$ cat src/rtl/filt_sched.sv
`default_nettype none
// +----------------------------------------------------------------------------+
// | Module      : filt_sched                                                   |
// | Description : Sample FIFO and start/wait/output sequencer in front of the  |
// |               FIR filter datapath. Optional watchdog abort is enabled by   |
// |               defining FILT_SCHED_TIMEOUT_EN.                              |
// | Revision    : 1.0 - initial release                                        |
// +----------------------------------------------------------------------------+
module filt_sched #(
  parameter int DATA_SIZE    = 16,
  parameter int FIFO_DEPTH   = 8,
  parameter int START_CYCLES = 2,
  parameter int TIMEOUT      = 255,
  parameter int CNT_SIZE     = 16
) (
  input  logic                 clk,
  input  logic                 rst,
  input  logic                 s_valid,
  input  logic [DATA_SIZE-1:0] s_data,
  input  logic [1:0]           cfg_sel,
  output logic                 f_start,
  output logic [DATA_SIZE-1:0] f_val,
  output logic [1:0]           f_sel,
  input  logic                 f_done,
  input  logic [DATA_SIZE-1:0] f_result,
  output logic                 m_valid,
  output logic [DATA_SIZE-1:0] m_data,
  output logic [1:0]           m_sel,
  output logic                 busy,
  output logic [CNT_SIZE-1:0]  overrun_cnt,
  output logic                 timeout_err
);

  localparam int c_PTR_W = $clog2(FIFO_DEPTH);
  localparam int c_SC_W  = $clog2(START_CYCLES + 1);

  localparam logic [1:0] c_ST_IDLE  = 2'd0;
  localparam logic [1:0] c_ST_START = 2'd1;
  localparam logic [1:0] c_ST_WAIT  = 2'd2;
  localparam logic [1:0] c_ST_OUT   = 2'd3;

  logic [1:0]           r_state;
  logic [c_SC_W-1:0]    r_start_cnt;
  logic [DATA_SIZE-1:0] r_f_val;
  logic [1:0]           r_f_sel;
  logic [DATA_SIZE-1:0] r_m_data;
  logic [1:0]           r_m_sel;
  logic [CNT_SIZE-1:0]  r_overrun_cnt;

  logic [DATA_SIZE-1:0] r_mem [FIFO_DEPTH];
  logic [c_PTR_W:0]     r_wr_ptr;
  logic [c_PTR_W:0]     r_rd_ptr;

  logic w_empty;
  logic w_full;
  logic w_pop;
  logic w_push;
  logic w_drop;
  logic w_abort;

  // Extra pointer MSB distinguishes full from empty when the indices match.
  assign w_empty = (r_wr_ptr == r_rd_ptr);
  assign w_full  = (r_wr_ptr[c_PTR_W] != r_rd_ptr[c_PTR_W]) &&
                   (r_wr_ptr[c_PTR_W-1:0] == r_rd_ptr[c_PTR_W-1:0]);
  assign w_pop   = (r_state == c_ST_IDLE) && !w_empty;
  // A pop in the same cycle frees the slot, so a full FIFO still accepts the push.
  assign w_push  = s_valid && (!w_full || w_pop);
  assign w_drop  = s_valid && w_full && !w_pop;

  always_ff @(posedge clk) begin
    if (w_push) begin
      r_mem[r_wr_ptr[c_PTR_W-1:0]] <= s_data;
    end
  end

  always_ff @(posedge clk) begin
    if (rst) begin
      r_wr_ptr <= '0;
      r_rd_ptr <= '0;
    end else begin
      if (w_push) begin
        r_wr_ptr <= r_wr_ptr + 1'b1;
      end
      if (w_pop) begin
        r_rd_ptr <= r_rd_ptr + 1'b1;
      end
    end
  end

  always_ff @(posedge clk) begin
    if (rst) begin
      r_overrun_cnt <= '0;
    end else if (w_drop && (r_overrun_cnt != {CNT_SIZE{1'b1}})) begin
      r_overrun_cnt <= r_overrun_cnt + 1'b1;
    end
  end

`ifdef FILT_SCHED_TIMEOUT_EN
  localparam int c_TO_W = $clog2(TIMEOUT + 1);

  logic [c_TO_W-1:0] r_to_cnt;
  logic              r_timeout_err;

  // f_done has priority over the watchdog in the same cycle.
  assign w_abort = (r_state == c_ST_WAIT) && !f_done &&
                   (r_to_cnt == c_TO_W'(TIMEOUT));

  always_ff @(posedge clk) begin
    if (rst) begin
      r_to_cnt      <= '0;
      r_timeout_err <= 1'b0;
    end else begin
      if ((r_state != c_ST_WAIT) || f_done || w_abort) begin
        r_to_cnt <= '0;
      end else begin
        r_to_cnt <= r_to_cnt + 1'b1;
      end
      if (w_abort) begin
        r_timeout_err <= 1'b1;
      end
    end
  end

  assign timeout_err = r_timeout_err;
`else
  assign w_abort     = 1'b0;
  assign timeout_err = 1'b0;
`endif

  always_ff @(posedge clk) begin
    if (rst) begin
      r_state     <= c_ST_IDLE;
      r_start_cnt <= '0;
      r_f_val     <= '0;
      r_f_sel     <= 2'b00;
      r_m_data    <= '0;
      r_m_sel     <= 2'b00;
    end else begin
      case (r_state)
        c_ST_IDLE: begin
          if (w_pop) begin
            r_f_val     <= r_mem[r_rd_ptr[c_PTR_W-1:0]];
            r_f_sel     <= cfg_sel;
            r_start_cnt <= '0;
            r_state     <= c_ST_START;
          end
        end
        c_ST_START: begin
          if (r_start_cnt == c_SC_W'(START_CYCLES - 1)) begin
            r_start_cnt <= '0;
            r_state     <= c_ST_WAIT;
          end else begin
            r_start_cnt <= r_start_cnt + 1'b1;
          end
        end
        c_ST_WAIT: begin
          if (f_done) begin
            r_m_data <= f_result;
            r_m_sel  <= r_f_sel;
            r_state  <= c_ST_OUT;
          end else if (w_abort) begin
            r_state <= c_ST_IDLE;
          end
        end
        c_ST_OUT: begin
          r_state <= c_ST_IDLE;
        end
        default: begin
          r_state <= c_ST_IDLE;
        end
      endcase
    end
  end

  assign f_start     = (r_state == c_ST_START);
  assign f_val       = r_f_val;
  assign f_sel       = r_f_sel;
  assign m_valid     = (r_state == c_ST_OUT);
  assign m_data      = r_m_data;
  assign m_sel       = r_m_sel;
  assign busy        = (r_state != c_ST_IDLE) || !w_empty;
  assign overrun_cnt = r_overrun_cnt;

endmodule
`default_nettype wire

$ cat config.mk
export PLATFORM = sky130hd
export DESIGN_NAME = filt_sched
export DESIGN_NICKNAME = d
export VERILOG_FILES = /design/src/rtl/filt_sched.sv
export SDC_FILE = /design/constraint.sdc
export NUM_CORES = 1
export LEC_CHECK = 0
export ABC_AREA = 1
export ABC_CLOCK_PERIOD_IN_PS = 3300
export BUFFER_PORTS_ARGS = -buffer_cell sky130_fd_sc_hd__clkbuf_2
export CORE_ASPECT_RATIO = 2
export CORE_MARGIN = 2
export CORE_UTILIZATION = 40
export DETAILED_ROUTE_END_ITERATION = 12
export HOLD_SLACK_MARGIN = 0.06
export PLACE_DENSITY_LB_ADDON = 0.15
export SYNTH_ARGS = -nofsm -noshare
export SYNTH_HDL_FRONTEND = slang
export SYNTH_SLANG_ARGS = --single-unit
$ cat constraint.sdc
create_clock -name clk -period 3.3 [get_ports clk]
set_input_delay 0.165 -clock clk [delete_from_list [all_inputs] [get_ports clk]]
set_output_delay 0.165 -clock clk [all_outputs]
set_load 0.01 [all_outputs]
==> key figures, run 1 <==
Worst setup path
  – WS Path Type: flip-flop to flip-flop
  – Crit-path most repeated cell: inv_1
  – Cell family with the largest share of critical-path delay: simple AND/OR/NAND/NOR gates
  – Required @ worst endpoint: approximately 3400 ps
  – Worst path slowest cell: nor2_2
  – Critical Path Fanout Max: 15
  – CP bufs+invs: 3
  – Critical Path Sink Type: flip-flop
  – Worst EP arrival: 2460 ps
  – CP peak stage delay: about 420 ps
  – Worst path cell trace: inv_1 > ha_1 > inv_1 > nand2_2 > nor2_8 > nor2_4 > nand2_1 > nor2_2 > buf_4
  – CP Launch Type: flip-flop

Cells and area
  – Final #Nets: around 950
  – Filler Cell Count: 1932
  – Antenna fix cells: 0
  – Fin area: around 0.0097 mm2
  – Ratio of cells with drive above 1 in the final layout: 0.202
  – Register area: between 0.005 and 0.006 mm2
  – Fin cells: roughly 1200
  – Multi-input gate area: 0.00253 mm2
  – Area Growth Syn to Fin: 21.8%
  – Final Core Density: 0.492

Routing
  – Met2 wire length: between 10000 and 15000 um
  – WL/cell: 16.6 um
  – DRC: 0
  – Top Layer Used: met4
  – Wl on met1: a little over 7000 um
  – Routed wire length: 19600 um
  – Routed Antenna Nets: 0
  – Initial DRC count: roughly 340
  – Via count: about 5800
  – Metal3 WL: roughly 570 um
  – Via density: about 4.9
  – Drt first pass iters: 4

Yosys
  – Fraction of registers with async set/reset: 0
  – Sequential element share of the synthesized area: 0.643
  – Cell with the most instances after synthesis: nor2_1
  – Area leader, netlist: edfxtp_1
  – Syn nets: 828
  – Post-synth EDFFs: around 130
  – Count of cell types in the netlist: 31
  – Synth Warn #: 0
  – Post-synth top cells: 173 x nor2_1, 128 x edfxtp_1, 112 x nand2_1, 106 x o21ai_0, 64 x dfxtp_1
  – Yosys reg bits: approximately 190
  – Post-synth top flop: edfxtp_1
  – Cells after Synth: slightly below 800
  – Synth Cell Area: 0.00797 mm2
  – Syn Area/Cell: ~10 um2
  – Top-area cell type share of the netlist area: 0.482
  – Synth top area cells: edfxtp_1 48%, dfxtp_1 16%, nor2_1 8.2%

Clock tree
  – Root Buffer: clkbuf_16
  – CTS tree: built
  – Clk sinks: 192
  – Worst-path clk slew: about 70 ps
  – Setup Buffers After CTS: 0
  – Clock latency at the later pin of the worst-skew pair: roughly 440 ps
  – Clk buf depth: 2
  – Htree depth: 4
  – Num CTS Buffers: 17

STA
  – Final cycle utilization of the critical path: 0.703
  – Post-route minimum period: approximately 2300 ps
  – Finish-stage setup viols: 0
  – Worst Clk Skew: between 9 and 10 ps
  – Final Max Slew Viols: 0
  – Hold slack: approximately 160 ps
  – RSZ-0062 raised after global routing: false
  – Final Hold Vio Count: 0
  – Tightest Pin Transition: 958 ps
  – Slew margin rel.: 0.359
  – Setup TNS: 0 ps
  – Max frequency: around 0.43 GHz

Floorplan
  – Die ar.: around 0.021 mm2
  – Initial Util: 0.404
  – Core Area: slightly below 0.02 mm2
  – Die W: 104 um
  – Die Ht: between 200 and 250 um
  – I/O pin total: 94
  – Num rows: between 70 and 80

Power
  – Max IR drop VDD: around 380 uV
  – Leak: 3.67 nW
  – Power Density: between 700 and 800 mW/mm2

Place
  – RePlAce Congestion: about 0.8
  – # port buffers: 92
  – Placed Area: 0.00870 mm2
  – DPL Wire Length: 13100 um
  – Cell Count Post-Placement: roughly 1100

Flow run
  – Max cap viols: 0

GRT
  – Global route overflow: 0
  – Antenna violations before repair: 0
  – Vias in the first global route: roughly 6000
  – First-pass GRT wire length: between 30000 and 40000 um
  – GRT Util Overall: 0.190
  – Pin count of the biggest net entering global routing: between 60 and 70

Run status
  – Status: finished, final reports clean

Worst hold path
  – Hold Crit Class: primary input to flip-flop
[cell usage in the layout, fill, tap and decap left out, types with 7 or more instances in the layout]
master / Yosys / routed
clkbuf_2: 0 / 92
dfxtp_1: 64 / 63
clkbuf_16: 0 / 17
nor2_2: 5 / 7
xor2_1: 7 / 7
a21oi_1: 12 / 12
o21ai_0: 106 / 106
nor2_1: 173 / 171
inv_1: 22 / 22
ha_1: 7 / 7
nand2_1: 112 / 112
o22ai_1: 32 / 32
nand2_2: 14 / 14
edfxtp_1: 128 / 128
buf_4: 3 / 19
dlygate4sd3_1: 0 / 34
a21oi_2: 10 / 10
nand3_1: 23 / 23
[area by class of cell]
class / count / area share
clock buffers: 18 / 0.0442
clock inverters: 14 / 0.0242
inverters: 29 / 0.0112
multi-input cells: 522 / 0.261
flip-flops and latches: 192 / 0.528
well taps: 262 / 0.0338
repair buffers: 145 / 0.0972
[path summary, 6_finish.rpt]
kind / start / cells after the start / to / slack [ps]
hold / removal: s_valid / 5 / overrun_cnt[15] / 160
hold reg to reg: r_start_cnt[1] / 2 / r_start_cnt[1] / 470
setup reg to reg: r_state[0] / 9 / r_mem[0][12] / 980
setup / recovery: r_state[0] / 9 / r_mem[0][12] / 980
[where the power goes]
part	switching, mW	internal, mW	leakage, nW	total [mW]
Combinational	1.32	0.626	1.67	1.94
Sequential	0.112	2.77	1.69	2.89
Clock	0.885	1.42	0.315	2.31
Total	2.32	4.82	3.67	7.14
[logic make-up (layout without fill, tap and decap cells)]
family / Yosys count / after routing / synth area share
compound gates: 161 / 161 / 0.111
flops: 192 / 192 / 0.643
fa+ha+maj: 7 / 7 / 0.0110
buf+inv: 69 / 206 / 0.0404
simple gates: 340 / 340 / 0.179
xor+xnor: 13 / 13 / 0.0143
other cells: 1 / 1 / 0.000471
[layer usage]
| layer | up-vias | global-route usage |
|---|---|---|
| met5 | - | 0 |
| met4 | 0 | 0.0893 |
| met3 | 38 | 0.0406 |
| met2 | 115 | 0.371 |
| met1 | 2766 | 0.189 |
| li1 | 2915 | - |
[timing repair]
item                                    4_1_cts  5_1_grt
resized for setup                             0        0
endpoints found under the hold margin       146        0
endpoints found under the setup margin        0        0
hold buffers                                 34        0
[worst reg2reg max path: stages (launching register included)]
cell and delay, ps:
dfxtp_1 330, inv_1 100, ha_1 210, inv_1 110, nand2_2 140, nor2_8 90, nor2_4 160, nand2_1 170
nor2_2 420, buf_4 280
[sequential cells by signal, summed over array words and instances, names as in the netlist]
| signal | cells |
|---|---|
| m_sel | 2 |
| overrun_cnt | 16 |
| r_rd_ptr | 4 |
| r_state | 2 |
| f_sel | 2 |
| m_data | 16 |
| f_val | 16 |
| r_wr_ptr | 4 |
| r_start_cnt | 2 |
| r_mem | 128 |
[metrics by stage]
stage                     worst slack (ps)  total power, mW
final                                  980             7.14
after global placement                1040             4.87
after detailed placement               948             4.88
after global routing                   766             7.54
after floorplan                        637             4.26
after CTS                              928             7.23
(Power assumes the default switching activity.)
==> run 2: changes to the inputs <==
ABC_CLOCK_PERIOD_IN_PS = 2100   (was 3300)
clock period = 2.1 ns   (was 3.3 ns; I/O delays follow)
==> run 2 against run 1 <==
Against the previous run:
- critical path depth did not move
- clock power rose by 35%
- worst setup slack got worse by 800 ps
- critical endpoint is now r_mem[6][5]
==> key figures, run 2 (synthesis results as in run 1) <==
Power
  – Leak: about 3.7 nW
  – Clock power share: 0.289
  – Gate power share: 0.289
  – Power Density: ~1100 mW/mm2
  – Max IR drop VDD: between 400 and 500 uV
  – Internal power: about 7.1 mW
  – Sw frac: 0.342
  – Net Switching: 3.68 mW
  – Sequential power share: 0.422

Worst setup path
  – Critical Path Sink Type: flip-flop
  – Critical Path Fanout Max: 16
  – Required @ worst endpoint: between 2000 and 2500 ps
  – WS Path Type: flip-flop to flip-flop
  – CP Launch Type: flip-flop
  – RR Startpoint: r_state[0]
  – Critical Path Start: r_state[0]
  – Worst EP arrival: roughly 2100 ps

Place
  – Placed Area: just under 0.009 mm2
  – RePlAce Congestion: approximately 0.84
  – # port buffers: just over 90
  – Cell Count Post-Placement: about 1100
  – DPL Wire Length: about 13000 um

Routing
  – Routed Antenna Nets: 0
  – Routed wire length: 19100 um
  – DRC: 0
  – Via density: 4.90
  – Initial DRC count: 377
  – WL/cell: between 15 and 20 um
  – Drt first pass iters: 4
  – Via count: just under 6000

STA
  – Final Max Slew Viols: 0
  – Finish-stage setup viols: 0
  – Setup TNS: 0 ps
  – Slew margin rel.: 0.610
  – Max frequency: 0.522 GHz
  – Tightest Pin Transition: 585 ps
  – Worst Clk Skew: ~5.7 ps
  – Final Hold Vio Count: 0
  – RSZ-0062 raised after global routing: false
  – Final cycle utilization of the critical path: 0.912
  – Post-route minimum period: 1920 ps

Floorplan
  – Die Ht: slightly above 200 um
  – Die W: just over 100 um
  – Die ar.: around 0.021 mm2
  – Initial Util: 0.404
  – Core Area: between 0.015 and 0.02 mm2
  – I/O pin total: 94
  – Num rows: 73

Cells and area
  – Most frequent cells in the layout: 165 x nor2_1, 128 x edfxtp_1, 111 x nand2_1, 106 x o21ai_0, 92 x clkbuf_2
  – Final Core Density: 0.496
  – Fin area: a little under 0.01 mm2
  – Max reg flops: about 130
  – Area Growth Syn to Fin: 22.9%
  – Commonest non-fill, non-tap cell in the layout: nor2_1
  – Final #Nets: 961
  – Ratio of cells with drive above 1 in the final layout: 0.216
  – Fin cells: approximately 1200
  – Antenna fix cells: 0

Clock tree
  – Htree depth: 4
  – Worst-path clk slew: 70 ps
  – Clock latency at the later pin of the worst-skew pair: 440 ps
  – Root Buffer: clkbuf_16
  – Clk buf depth: 2
  – Clk sinks: roughly 190
  – CTS tree: built
  – Num CTS Buffers: 17
  – Setup Buffers After CTS: 0

GRT
  – Global route overflow: 0
  – GRT Util Overall: 0.187
  – Antenna violations before repair: 0
  – Vias in the first global route: between 5000 and 6000
  – First-pass GRT wire length: 30000 um
  – Pin count of the biggest net entering global routing: 45

Run status
  – Status: finished, final reports clean

Flow run
  – Max cap viols: 0

Worst hold path
  – Min-Delay Startpoint: f_done
  – Hold Crit Class: primary input to flip-flop
## run 2: cell types whose count changed in the layout (fill, tap and decap cells not counted), sizes merged
| cell | previous run | this run |
|---|---|---|
| buf | 19 | 28 |
| bufinv | 6 | 1 |
| clkinv | 3 | 7 |
| clkinvlp | 3 | 2 |
| inv | 31 | 33 |
## run 2: per-stage QoR
| stage | total power [mW] | hold slack (ps) | worst slack [ps] |
|---|---|---|---|
| 6_report | 10.8 | 117 | 184 |
| 5_1_grt | 11.4 | 139 | 6.90 |
| 4_1_cts | 10.9 | 101 | 45.6 |
| 3_5_place_dp | 7.75 | 336 | 63.9 |
| 3_3_place_gp | 7.73 | 336 | 85.2 |
| 2_1_floorplan | 6.69 | 204 | -123 |
## run 2: worst paths after layout
| kind | end | slack [ps] | depth (start not counted) |
|---|---|---|---|
| max | r_mem[6][5] | 180 | 9 |
| min | r_state[0] | 120 | 5 |
| max reg2reg | r_mem[6][5] | 180 | 9 |
| min reg2reg | r_start_cnt[1] | 440 | 2 |
## run 2: what timing repair did
action | CTS | global route
resized for setup | 0 | 5
endpoints found under the setup margin | 0 | 63
endpoints found under the hold margin | 146 | 0
hold buffers | 34 | 0
## run 2: worst max-delay path, stage by stage, from the launching register on
cell     delay [ps]
dfxtp_1         330
inv_1           100
ha_1            200
inv_1           110
nand2_2         140
nor2_8           60
nor2_4          150
nand2_2         150
nor3_4          180
buf_12          190
## run 2: cell type report
class	count	area [um2]
Clock buffer	18	429
Clock inverter	14	134
Fill cell	1905	9940
Inverter	29	109
Multi-Input combinational cell	522	2550
Sequential cell	192	5130
Tap cell	262	328
Timing Repair Buffer	154	1110
## run 2: power groups by stage
stage	Combinational, mW	Clock (mW)	Sequential [mW]
after floorplan	2.01	0	4.69
after global placement	3.11	0	4.62
after detailed placement	3.12	0	4.63
after CTS	3.18	3.18	4.54
after global routing	3.51	3.31	4.58
final	3.11	3.11	4.54
## run 2: routing by layer
layer,global-route usage,share of wire,up-vias
met5,0,0,-
met4,0.0806,0.024,0
met1,0.180,0.37,2759
li1,-,-,2942
met3,0.0361,0.030,24
met2,0.378,0.58,115
==> run 3: changes to the inputs <==
CORE_UTILIZATION = 30   (was 40)
==> run 3 against run 2 <==
Against the previous run:
- sequential share of layout area decreased by 0.98 points
- global-route usage decreased by 3.1 points
- core utilization decreased by 12 points
- largest cell class unchanged
- die area increased by 32%
- clock power increased by 3%
- worst setup slack improved by 19 ps
- register-to-register slack improved by 20 ps
- critical path depth unchanged
- clock-buffer cell count unchanged
- flip-flop and latch count unchanged
==> key figures, run 3 (synthesis results as in run 1) <==
STA
  – Hold slack: ~97 ps
  – Setup TNS: 0 ps
  – Finish-stage setup viols: 0
  – Final cycle utilization of the critical path: 0.904
  – Final Max Slew Viols: 0
  – Slew margin rel.: 0.618
  – Final Hold Vio Count: 0
  – Tightest Pin Transition: about 570 ps
  – Max frequency: ~0.53 GHz
  – RSZ-0062 raised after global routing: false
  – Post-route minimum period: between 1500 and 2000 ps
  – Worst Clk Skew: about 6.4 ps

Floorplan
  – Core Area: 0.0262 mm2
  – Die ar.: about 0.028 mm2
  – Initial Util: 0.304
  – I/O pin total: 94
  – Die W: 119 um
  – Die Ht: 234 um
  – Num rows: 84

Routing
  – WL/cell: around 16 um
  – Routed wire length: between 20000 and 25000 um
  – Via density: about 4.6
  – Routed Antenna Nets: 0
  – Via count: 5880
  – Drt first pass iters: 5
  – DRC: 0
  – Initial DRC count: roughly 350

Power
  – Leak: 3.76 nW
  – Clock power share: 0.290
  – Net Switching: between 3 and 4 mW
  – Sequential power share: 0.412
  – Total power: ~11 mW
  – Gate power share: 0.297
  – Power Density: 1100 mW/mm2
  – Internal power: around 7.2 mW
  – Max IR drop VDD: 573 uV
  – Sw frac: 0.341

Clock tree
  – Clk sinks: around 190
  – Htree depth: 4
  – Clock latency at the later pin of the worst-skew pair: 440 ps
  – Root Buffer: clkbuf_16
  – Clk buf depth: 2
  – Worst-path clk slew: approximately 70 ps
  – Num CTS Buffers: 17
  – CTS tree: built

Cells and area
  – Area Growth Syn to Fin: 25.2%
  – Final #Nets: 972
  – Final Core Density: 0.381
  – Multi-input gate area: around 0.0025 mm2
  – Ratio of cells with drive above 1 in the final layout: 0.225
  – Most frequent cells in the layout: 165 x nor2_1, 128 x edfxtp_1, 111 x nand2_1, 106 x o21ai_0, 92 x clkbuf_2
  – Commonest non-fill, non-tap cell in the layout: nor2_1
  – Antenna fix cells: 0
  – Fin area: 0.00998 mm2
  – Filler Cell Count: ~2600
  – Max reg flops: 128
  – Register area: about 0.005 mm2

Worst setup path
  – Worst EP arrival: approximately 2000 ps
  – CP peak stage delay: 330 ps
  – CP Launch Type: flip-flop
  – CP bufs+invs: 3
  – Worst path slowest cell: dfxtp_1
  – Worst path cell trace: inv_1 > ha_1 > inv_1 > nand2_2 > nor2_8 > nor2_4 > nand2_2 > nor3_2 > buf_12
  – WP depth: 9
  – Cell family with the largest share of critical-path delay: simple AND/OR/NAND/NOR gates
  – Critical Path Sink Type: flip-flop
  – WS Path Type: flip-flop to flip-flop
  – Critical Path Fanout Max: 16
  – Required @ worst endpoint: between 2000 and 2500 ps
  – Worst R2R Path Depth: 9

GRT
  – GRT Util Overall: 0.156
  – Antenna violations before repair: 0
  – Vias in the first global route: between 5000 and 6000
  – Global route overflow: 0
  – Pin count of the biggest net entering global routing: a little under 70
  – First-pass GRT wire length: 32700 um

Place
  – # port buffers: 92
  – DPL Wire Length: between 10000 and 15000 um
  – RePlAce Congestion: around 0.79
  – Placed Area: a little over 0.009 mm2

Worst hold path
  – Worst hold stages: 5
  – Hold Crit Class: primary input to flip-flop

Run status
  – Status: finished, final reports clean

Flow run
  – Max cap viols: 0
[run 3: worst register-to-register path, cell delays in order, from the launching register on]
cell     delay [ps]
dfxtp_1         330
inv_1           100
ha_1            210
inv_1            80
nand2_2         130
nor2_8           60
nor2_4          160
nand2_2         140
nor3_2          200
buf_12          200
[run 3: power groups by stage]
stage / Clock [mW] / Sequential (mW) / Combinational (mW)
global route: 3.41 / 4.57 / 3.71
detailed placement: 0 / 4.62 / 3.30
global placement: 0 / 4.61 / 3.31
floorplan: 0 / 4.69 / 2.01
finish: 3.19 / 4.53 / 3.27
CTS: 3.28 / 4.53 / 3.36
[run 3: metrics by stage]
| stage | worst slack [ps] | std cells |
|---|---|---|
| 2_1_floorplan | -123 | 783 |
| 4_1_cts | 84.8 | 1283 |
| 3_3_place_gp | 65.2 | 1218 |
| 6_report | 202 | 1283 |
| 5_1_grt | 22.7 | 1283 |
| 3_5_place_dp | 99.2 | 1218 |
[run 3: layout make-up]
| type | count | share of cell area |
|---|---|---|
| Timing Repair Buffer | 165 | 0.120 |
| Clock inverter | 13 | 0.0138 |
| Multi-Input combinational cell | 522 | 0.255 |
| Inverter | 29 | 0.0109 |
| Sequential cell | 192 | 0.514 |
| Clock buffer | 18 | 0.0430 |
| Tap cell | 344 | 0.0431 |
[run 3: final timing paths]
check	slack, ps	end	start
setup / recovery	200	r_mem[6][8]	r_state[0]
hold reg to reg	440	r_start_cnt[1]	r_start_cnt[1]
setup reg to reg	200	r_mem[6][8]	r_state[0]
hold / removal	100	overrun_cnt[15]	s_valid
[run 3: repair_timing]
item / CTS / global route
hold buffers: 34 / 0
setup buffers: 0 / 0
endpoints found under the setup margin: 0 / 48
endpoints found under the hold margin: 146 / 0
resized for setup: 0 / 3
[run 3: layer usage]
layer / GRT usage / share of wire
met5: 0 / 0
met4: 0.0618 / 0.025
met3: 0.0281 / 0.028
met2: 0.317 / 0.58
met1: 0.153 / 0.37
